### config.mk
export PLATFORM = sky130hd
export DESIGN_NAME = uart_reg_decoder
export DESIGN_NICKNAME = d
export VERILOG_FILES = /design/src/rtl/uart_reg_decoder.sv
export SDC_FILE = /design/constraint.sdc
export NUM_CORES = 1
export LEC_CHECK = 0
export ABC_AREA = 1
export CORE_AREA = 2 2 107 88
export DETAILED_ROUTE_END_ITERATION = 8
export DIE_AREA = 0 0 109 90
export PLACE_DENSITY = 0.95
export SLEW_MARGIN = 10
export SYNTH_ARGS = -nofsm -noshare
export SYNTH_HDL_FRONTEND = slang
export SYNTH_SLANG_ARGS = --single-unit
### constraint.sdc
create_clock -name clk -period 3.6 [get_ports clk]
set_input_delay 0.9 -clock clk [delete_from_list [all_inputs] [get_ports clk]]
set_output_delay 0.9 -clock clk [all_outputs]
set_load 0.01 [all_outputs]
### src/rtl/uart_reg_decoder.sv
// uart_reg_decoder: oversampled 8N1 UART receiver that decodes {addr,nibble}
// bytes into a byte-wide register file. Low/high nibble pairs commit a
// register; unpaired high nibbles and bad stop bits raise one-cycle pulses.
module uart_reg_decoder #(
  parameter int CLKS_PER_BIT = 16,
  parameter int NUM_REGS     = 8
) (
  input  logic                  clk,
  input  logic                  rst_n,
  input  logic                  rx,
  output logic [NUM_REGS*8-1:0] regs,
  output logic                  wr_strobe,
  output logic [2:0]            wr_index,
  output logic                  frame_err,
  output logic                  pair_err,
  output logic                  busy
);

  typedef enum logic [2:0] {S_IDLE, S_START, S_DATA, S_STOP, S_BREAK} state_e;

  localparam logic [9:0] FULL_RELOAD = 10'(CLKS_PER_BIT - 1);
  localparam logic [9:0] HALF_RELOAD = 10'(CLKS_PER_BIT / 2 - 1);

  state_e                   state_q, state_d;
  logic                     rx_meta_q, rx_meta_d;
  logic                     rx_s_q, rx_s_d;
  logic [1:0]               sync_fill_q, sync_fill_d;
  logic [9:0]               cnt_q, cnt_d;
  logic [2:0]               bit_q, bit_d;
  logic [7:0]               shreg_q, shreg_d;
  logic                     armed_q, armed_d;
  logic                     pend_valid_q, pend_valid_d;
  logic [2:0]               pend_index_q, pend_index_d;
  logic [3:0]               hold_q, hold_d;
  logic [NUM_REGS-1:0][7:0] regs_q, regs_d;
  logic                     wr_strobe_q, wr_strobe_d;
  logic [2:0]               wr_index_q, wr_index_d;
  logic                     frame_err_q, frame_err_d;
  logic                     pair_err_q, pair_err_d;

  logic       cnt_zero;
  logic       start_det;
  logic [2:0] dec_idx;
  logic       dec_half;
  logic [3:0] dec_data;
  logic       dec_in_range;

  assign cnt_zero     = (cnt_q == 10'd0);
  assign start_det    = (state_q == S_IDLE) && armed_q && !rx_s_q;
  assign dec_idx      = shreg_q[7:5];
  assign dec_half     = shreg_q[4];
  assign dec_data     = shreg_q[3:0];
  assign dec_in_range = (int'({1'b0, dec_idx}) < NUM_REGS);

  // State register
  always_ff @(posedge clk or negedge rst_n) begin
    if (!rst_n) state_q <= S_IDLE;
    else        state_q <= state_d;
  end

  // Next-state logic for the frame FSM
  always_comb begin
    state_d = state_q;
    case (state_q)
      S_IDLE:  if (start_det) state_d = S_START;
      S_START: if (cnt_zero) state_d = rx_s_q ? S_IDLE : S_DATA;
      S_DATA:  if (cnt_zero && bit_q == 3'd7) state_d = S_STOP;
      S_STOP:  if (cnt_zero) state_d = rx_s_q ? S_IDLE : S_BREAK;
      S_BREAK: if (rx_s_q) state_d = S_IDLE;
      default: state_d = S_IDLE;
    endcase
  end

  // Datapath: synchroniser, bit timing, shifting and byte decode
  always_comb begin
    rx_meta_d    = rx;
    rx_s_d       = rx_meta_q;
    // sync_fill marks when rx_s holds a real line sample rather than its
    // reset value, so a line held low across reset cannot arm the receiver
    sync_fill_d  = {sync_fill_q[0], 1'b1};
    cnt_d        = cnt_q;
    bit_d        = bit_q;
    shreg_d      = shreg_q;
    armed_d      = armed_q;
    pend_valid_d = pend_valid_q;
    pend_index_d = pend_index_q;
    hold_d       = hold_q;
    regs_d       = regs_q;
    wr_index_d   = wr_index_q;
    wr_strobe_d  = 1'b0;
    frame_err_d  = 1'b0;
    pair_err_d   = 1'b0;
    case (state_q)
      S_IDLE: begin
        if (sync_fill_q[1] && rx_s_q) armed_d = 1'b1;
        if (start_det) cnt_d = HALF_RELOAD;
      end
      S_START: begin
        if (!cnt_zero) cnt_d = cnt_q - 10'd1;
        else if (!rx_s_q) begin
          cnt_d = FULL_RELOAD;
          bit_d = 3'd0;
        end
      end
      S_DATA: begin
        if (!cnt_zero) cnt_d = cnt_q - 10'd1;
        else begin
          shreg_d = {rx_s_q, shreg_q[7:1]};
          cnt_d   = FULL_RELOAD;
          bit_d   = bit_q + 3'd1;
        end
      end
      S_STOP: begin
        if (!cnt_zero) cnt_d = cnt_q - 10'd1;
        else if (!rx_s_q) begin
          frame_err_d  = 1'b1;
          pend_valid_d = 1'b0;
        end else if (dec_in_range) begin
          // out-of-range indices belong to another decoder on the same line
          if (!dec_half) begin
            hold_d       = dec_data;
            pend_index_d = dec_idx;
            pend_valid_d = 1'b1;
          end else begin
            pend_valid_d = 1'b0;
            if (pend_valid_q && pend_index_q == dec_idx) begin
              for (int i = 0; i < NUM_REGS; i++)
                if (dec_idx == 3'(i)) regs_d[i] = {dec_data, hold_q};
              wr_strobe_d = 1'b1;
              wr_index_d  = dec_idx;
            end else begin
              pair_err_d = 1'b1;
            end
          end
        end
      end
      default: ;
    endcase
  end

  // Datapath registers
  always_ff @(posedge clk or negedge rst_n) begin
    if (!rst_n) begin
      rx_meta_q    <= 1'b1;
      rx_s_q       <= 1'b1;
      sync_fill_q  <= 2'b00;
      cnt_q        <= 10'd0;
      bit_q        <= 3'd0;
      shreg_q      <= 8'd0;
      armed_q      <= 1'b0;
      pend_valid_q <= 1'b0;
      pend_index_q <= 3'd0;
      hold_q       <= 4'd0;
      regs_q       <= '0;
      wr_strobe_q  <= 1'b0;
      wr_index_q   <= 3'd0;
      frame_err_q  <= 1'b0;
      pair_err_q   <= 1'b0;
    end else begin
      rx_meta_q    <= rx_meta_d;
      rx_s_q       <= rx_s_d;
      sync_fill_q  <= sync_fill_d;
      cnt_q        <= cnt_d;
      bit_q        <= bit_d;
      shreg_q      <= shreg_d;
      armed_q      <= armed_d;
      pend_valid_q <= pend_valid_d;
      pend_index_q <= pend_index_d;
      hold_q       <= hold_d;
      regs_q       <= regs_d;
      wr_strobe_q  <= wr_strobe_d;
      wr_index_q   <= wr_index_d;
      frame_err_q  <= frame_err_d;
      pair_err_q   <= pair_err_d;
    end
  end

  // Outputs
  always_comb begin
    regs      = regs_q;
    wr_strobe = wr_strobe_q;
    wr_index  = wr_index_q;
    frame_err = frame_err_q;
    pair_err  = pair_err_q;
    busy      = (state_q != S_IDLE);
  end

endmodule

; ---- After elaboration in Yosys (flattened, before gate mapping)
; Index checks and enable logic that the tools add are counted.
[word_totals]
reg_bits = 107
out_inout_bits = 71
[op_classes]
addsub = 2
eq_ne = 22
n_mux = 33
bitwise = 1
reduce_logical = 28
[op_table]
columns = cell, count
row1 = 10-bit two-way mux, 5
row2 = 6-bit AND reduction, 8
row3 = 10-bit case mux with 4 select lines, 1
row4 = 3-bit two-way mux, 9
row5 = 3-bit == test (second input constant), 6
row6 = 2-bit != test (second input constant), 8
row7 = 1-bit two-way mux, 15
row8 = 3-bit case mux with 5 select lines, 1
row9 = 3-bit by 2-bit == test with 1-bit output (second input constant), 4
row10 = 4-bit AND reduction, 3
row11 = 10-bit zero test, 1
row12 = 5-bit AND reduction, 2
row13 = 10-bit by 1-bit subtractor with 10-bit output (second input constant), 1
row14 = 3-bit by 1-bit == test with 1-bit output (second input constant), 2
row15 = 3-bit zero test, 2
row16 = 3-bit case mux with 2 select lines, 1
row17 = 2-bit AND reduction, 3
row18 = 1-bit logical AND, 5
row19 = 4-bit nonzero test, 1
row20 = 3-bit by 1-bit adder with 3-bit output (second input constant), 1
row21 = 3-bit == test, 1
row22 = 3-bit != test (second input constant), 1
row23 = 3-bit nonzero test, 1
row24 = 2-bit two-way mux, 1
row25 = other kinds (3), 3

; ---- Depth between registers and ports, before layout
[depth]
ltp_word = 7
ltp_mapped = 10
ltp_nobuf = 10

; ---- Worst setup path after synthesis
; Ideal clock, no wire load.
[synth_timing]
kind = register -> output
from = register state_q[2]
to = output busy
arrival_ns = 0.837
required_ns = 2.700
setup_slack_ns = 1.863
path_stages_with_launch = 5
path_buffers = 0
cell_sequence = dfrtp_1 -> nor2_1 -> inv_1 -> nor2_1 -> inv_1
[synth_between]
elab_chain_len = 1
[synth_lines]
columns = element, line
row1 = start: declaration, 24  ; state_e state_q, state_d;
row2 = start signal: assignment, 58  ; else state_q <= state_d;
row3 = 3-bit nonzero test, 185  ; busy = (state_q != S_IDLE);
row4 = end: declaration, 16  ; output logic busy
; Every way passes these cells.

; ---- Worst setup path in the final report
; Same ends and word-level chain as after synthesis.

==> metrics.csv <==
stage,metric,value,unit
hold_path,hold_path_startpoint,rx_meta_q,
cts,root_buffer,clkbuf_8,
power,pwr-share-comb,22.8,%
setup_path,worstSetupPathType,reg2out,
placement,place_congestion,0.912,
setup_path,rr_startpoint,cnt_q[0],
global_routing,grt_max_degree,57,
timing,max_freq,373,MHz
cts,cts_setup_buffers,0,
floorplan,ios,74,
global_routing,grt.overflow.total,0,
layout,seq_area,2680,um^2
timing,fin_skew,14.6,ps
power,intPower,1.75,mW
hold_path,min_path_type,reg2reg,
cts,cts_buffer_depth,2,
placement,hpwl,8190,um
synth,asyncSetResetFlopFracSynth,100,%
setup_path,critPathMaxFanout,5,
cts,holdBufCountCts,0,
hold_path,holdPathStages,0,
floorplan,core_area,8800,um^2
timing,worst_pin_slew,641,ps
route,wl_per_cell,16.2,um
global_routing,grt_antenna_before_repair,0,
setup_path,crit_required,2700,ps
route,drt_iter0_drc,317,
setup_path,r2r_setup_slack,1350,ps
cts,cts_resized,0,
timing,period_share,74.5,%
synth,ys_warn_count,0,
global_routing,grt_pass1_wl,20200,um
power,pwr-share-seq,49.9,%
placement,port_buffers,73,
power,power.switching,960,uW
synth,seq_area_frac_synth,52.9,%
setup_path,arrival,1780,ps
floorplan,fp.dieH,90,um
layout,final_cells,742,
setup_path,crit_path_start,state_q[2],
route,viasPerCell,5.82,
layout,layout-drive-gt1-share,9.89,%
route,num_vias,4320,
layout,diodes,0,
layout,final_nets,628,
route,drc_errors,0,
global_routing,grt_use_total,26.2,%
placement,dp_cells,726,
synth,ys_ff_latch,107,
power,ir_worst_vdd,0.000254,V
cts,ctsHtreeMaxLevel,3,
timing,tns,0,ps
layout,fin_util,67.9,%
timing,rsz0062_at_grt,no,
layout,multi_input_area,2030,um^2
status,status,"finished, final reports clean",
synth,ys_types,34,
synth,synth-edff-count,0,
timing,period_minus_slack,2680,ps
setup_path,ff2ff_path_depth,10,
floorplan,die_x,109,um
job,drv_cap,0,
timing,hold_viol,0,
cts,cts_buffers,9,
power,leakage,2.95,nW
layout,design_area,5980,um^2
power,powerDensity,453,nW/um^2
synth,ys.flop_type,dfrtp_1,
cts,clk_latency,390,ps
placement,placed_cell_area,5770,um^2
layout,area_growth,18.0,%
route,wl,12000,um
hold_path,min_to,rx_s_q,
layout,fill_cells,650,
route,antenna_left,0,
timing,maxSlewViolCount,0,
power,clockPowerShare,27.3,%
timing,setup_viol,0,
global_routing,grt_pass1_vias,4124,
timing,slew_headroom,57.3,%
timing,setup_slack,919,ps
power,netSwitchingFraction,35.5,%
cts,cts_tree,built,
setup_path,critPathLaunchType,flop,
synth,synth_nets,567,
floorplan,dieArea,9810,um^2
placement,post-place-ws,1330,ps
setup_path,end_kind,output port,
route,drt_pre_antenna_iters,9,
power,p_total,2.71,mW
floorplan,start_util,57.6,%
setup_path,r2r_end,regs[36],
synth,syn_area,5070,um^2
synth,syn_inst,561,
cts,cts_sinks,107,
floorplan,rows,31,
timing,hold_ws,362,ps
cts,clk_pin_slew,100,ps
synth,syn_avg_cell_area,9.03,um^2
-- per-layer routing --
metal / global-route usage [%] / up-vias / wire, um
li1: - / 1994 / -
met1: 33.7 / 2069 / 4730
met2: 42.4 / 213 / 6020
met3: 6.16 / 44 / 891
met4: 10.8 / 0 / 356
met5: 0 / - / 0
-- cell families after synthesis --
logic type	after synthesis	share of synthesized area [%]
XOR/XNOR	2	0.346
buffers and inverters	65	7.06
AND/OR/NAND/NOR	353	35.8
other	1	0.0740
adder cells (fa/ha/maj)	3	0.741
AO/OA/AOI/OAI	30	3.09
flip-flops	107	52.9
-- layout make-up --
class                           instances  share of cell area [%]
Sequential cell                       107                    44.8
Clock buffer                           10                    2.30
Clock inverter                          6                    1.13
Multi-Input combinational cell        389                    34.0
Timing Repair Buffer                   78                    13.0
Inverter                               37                    2.36
Tap cell                              115                    2.41
-- layout by cell type (no fill, tap or decap), types with 2 or more instances in the layout --
master	instances
nand2_1	209
dfrtp_1	105
nand4_1	72
clkdlybuf4s50_1	72
inv_1	27
nor2_1	21
nand3_1	21
o21ai_1	17
clkbuf_8	10
inv_2	9
nor3_4	8
nand3_4	8
o21ai_0	7
buf_4	5
a21oi_1	4
nor2_4	4
nand2_2	3
nor3_1	3
ha_1	3
inv_6	3
clkinv_8	2
dfstp_2	2
-- synthesized netlist by cell type, types with 3 or more instances --
master | n | area (um^2)
nor3_4 | 8 | 130
o21ai_1 | 17 | 85.1
o21ai_0 | 7 | 35.0
nand3_4 | 8 | 140
a21oi_1 | 4 | 20.0
nand2_1 | 209 | 785
nand3_1 | 21 | 105
nor3_1 | 3 | 15.0
dfrtp_1 | 105 | 2630
nor2_4 | 4 | 45.0
buf_6 | 5 | 56.3
nor2_1 | 21 | 78.8
nand2_2 | 3 | 18.8
buf_2 | 8 | 40.0
clkbuf_1 | 8 | 30.0
nand4_1 | 72 | 450
inv_1 | 27 | 101
inv_2 | 9 | 33.8
ha_1 | 3 | 37.5
-- critical path: stages, from the launching register on --
cell and delay [ps]:
dfrtp_1 450, nor2_1 210, inv_1 60, nor2_1 160, inv_1 60, clkdlybuf4s50_1 470
-- sequential cells by signal, summed over array words and instances (netlist names), 2 cells and up --
signal,count
bit_q,3
cnt_q,10
hold_q,4
pend_index_q,3
regs,64
shreg_q,8
state_q,3
sync_fill_q,2
wr_index,3
-- worst max-delay path by stage --
| stage | to | cells after the start | slack (ps) |
|---|---|---|---|
| 3_5_place_dp | busy | 5 | 1330 |
| 6_report | busy | 5 | 920 |
| 3_3_place_gp | busy | 5 | 1390 |
| 2_1_floorplan | busy | 4 | 1860 |
| 4_1_cts | busy | 5 | 920 |
| 5_1_grt | busy | 5 | 720 |
-- power groups by stage --
stage	Sequential [mW]	Combinational (mW)	Clock (mW)
floorplan	1.35	0.518	0
global placement	1.37	0.582	0
detailed placement	1.37	0.607	0
CTS	1.35	0.611	0.748
global route	1.36	0.695	0.801
finish	1.35	0.616	0.739
No activity file was read; power rests on OpenSTA's default activity.
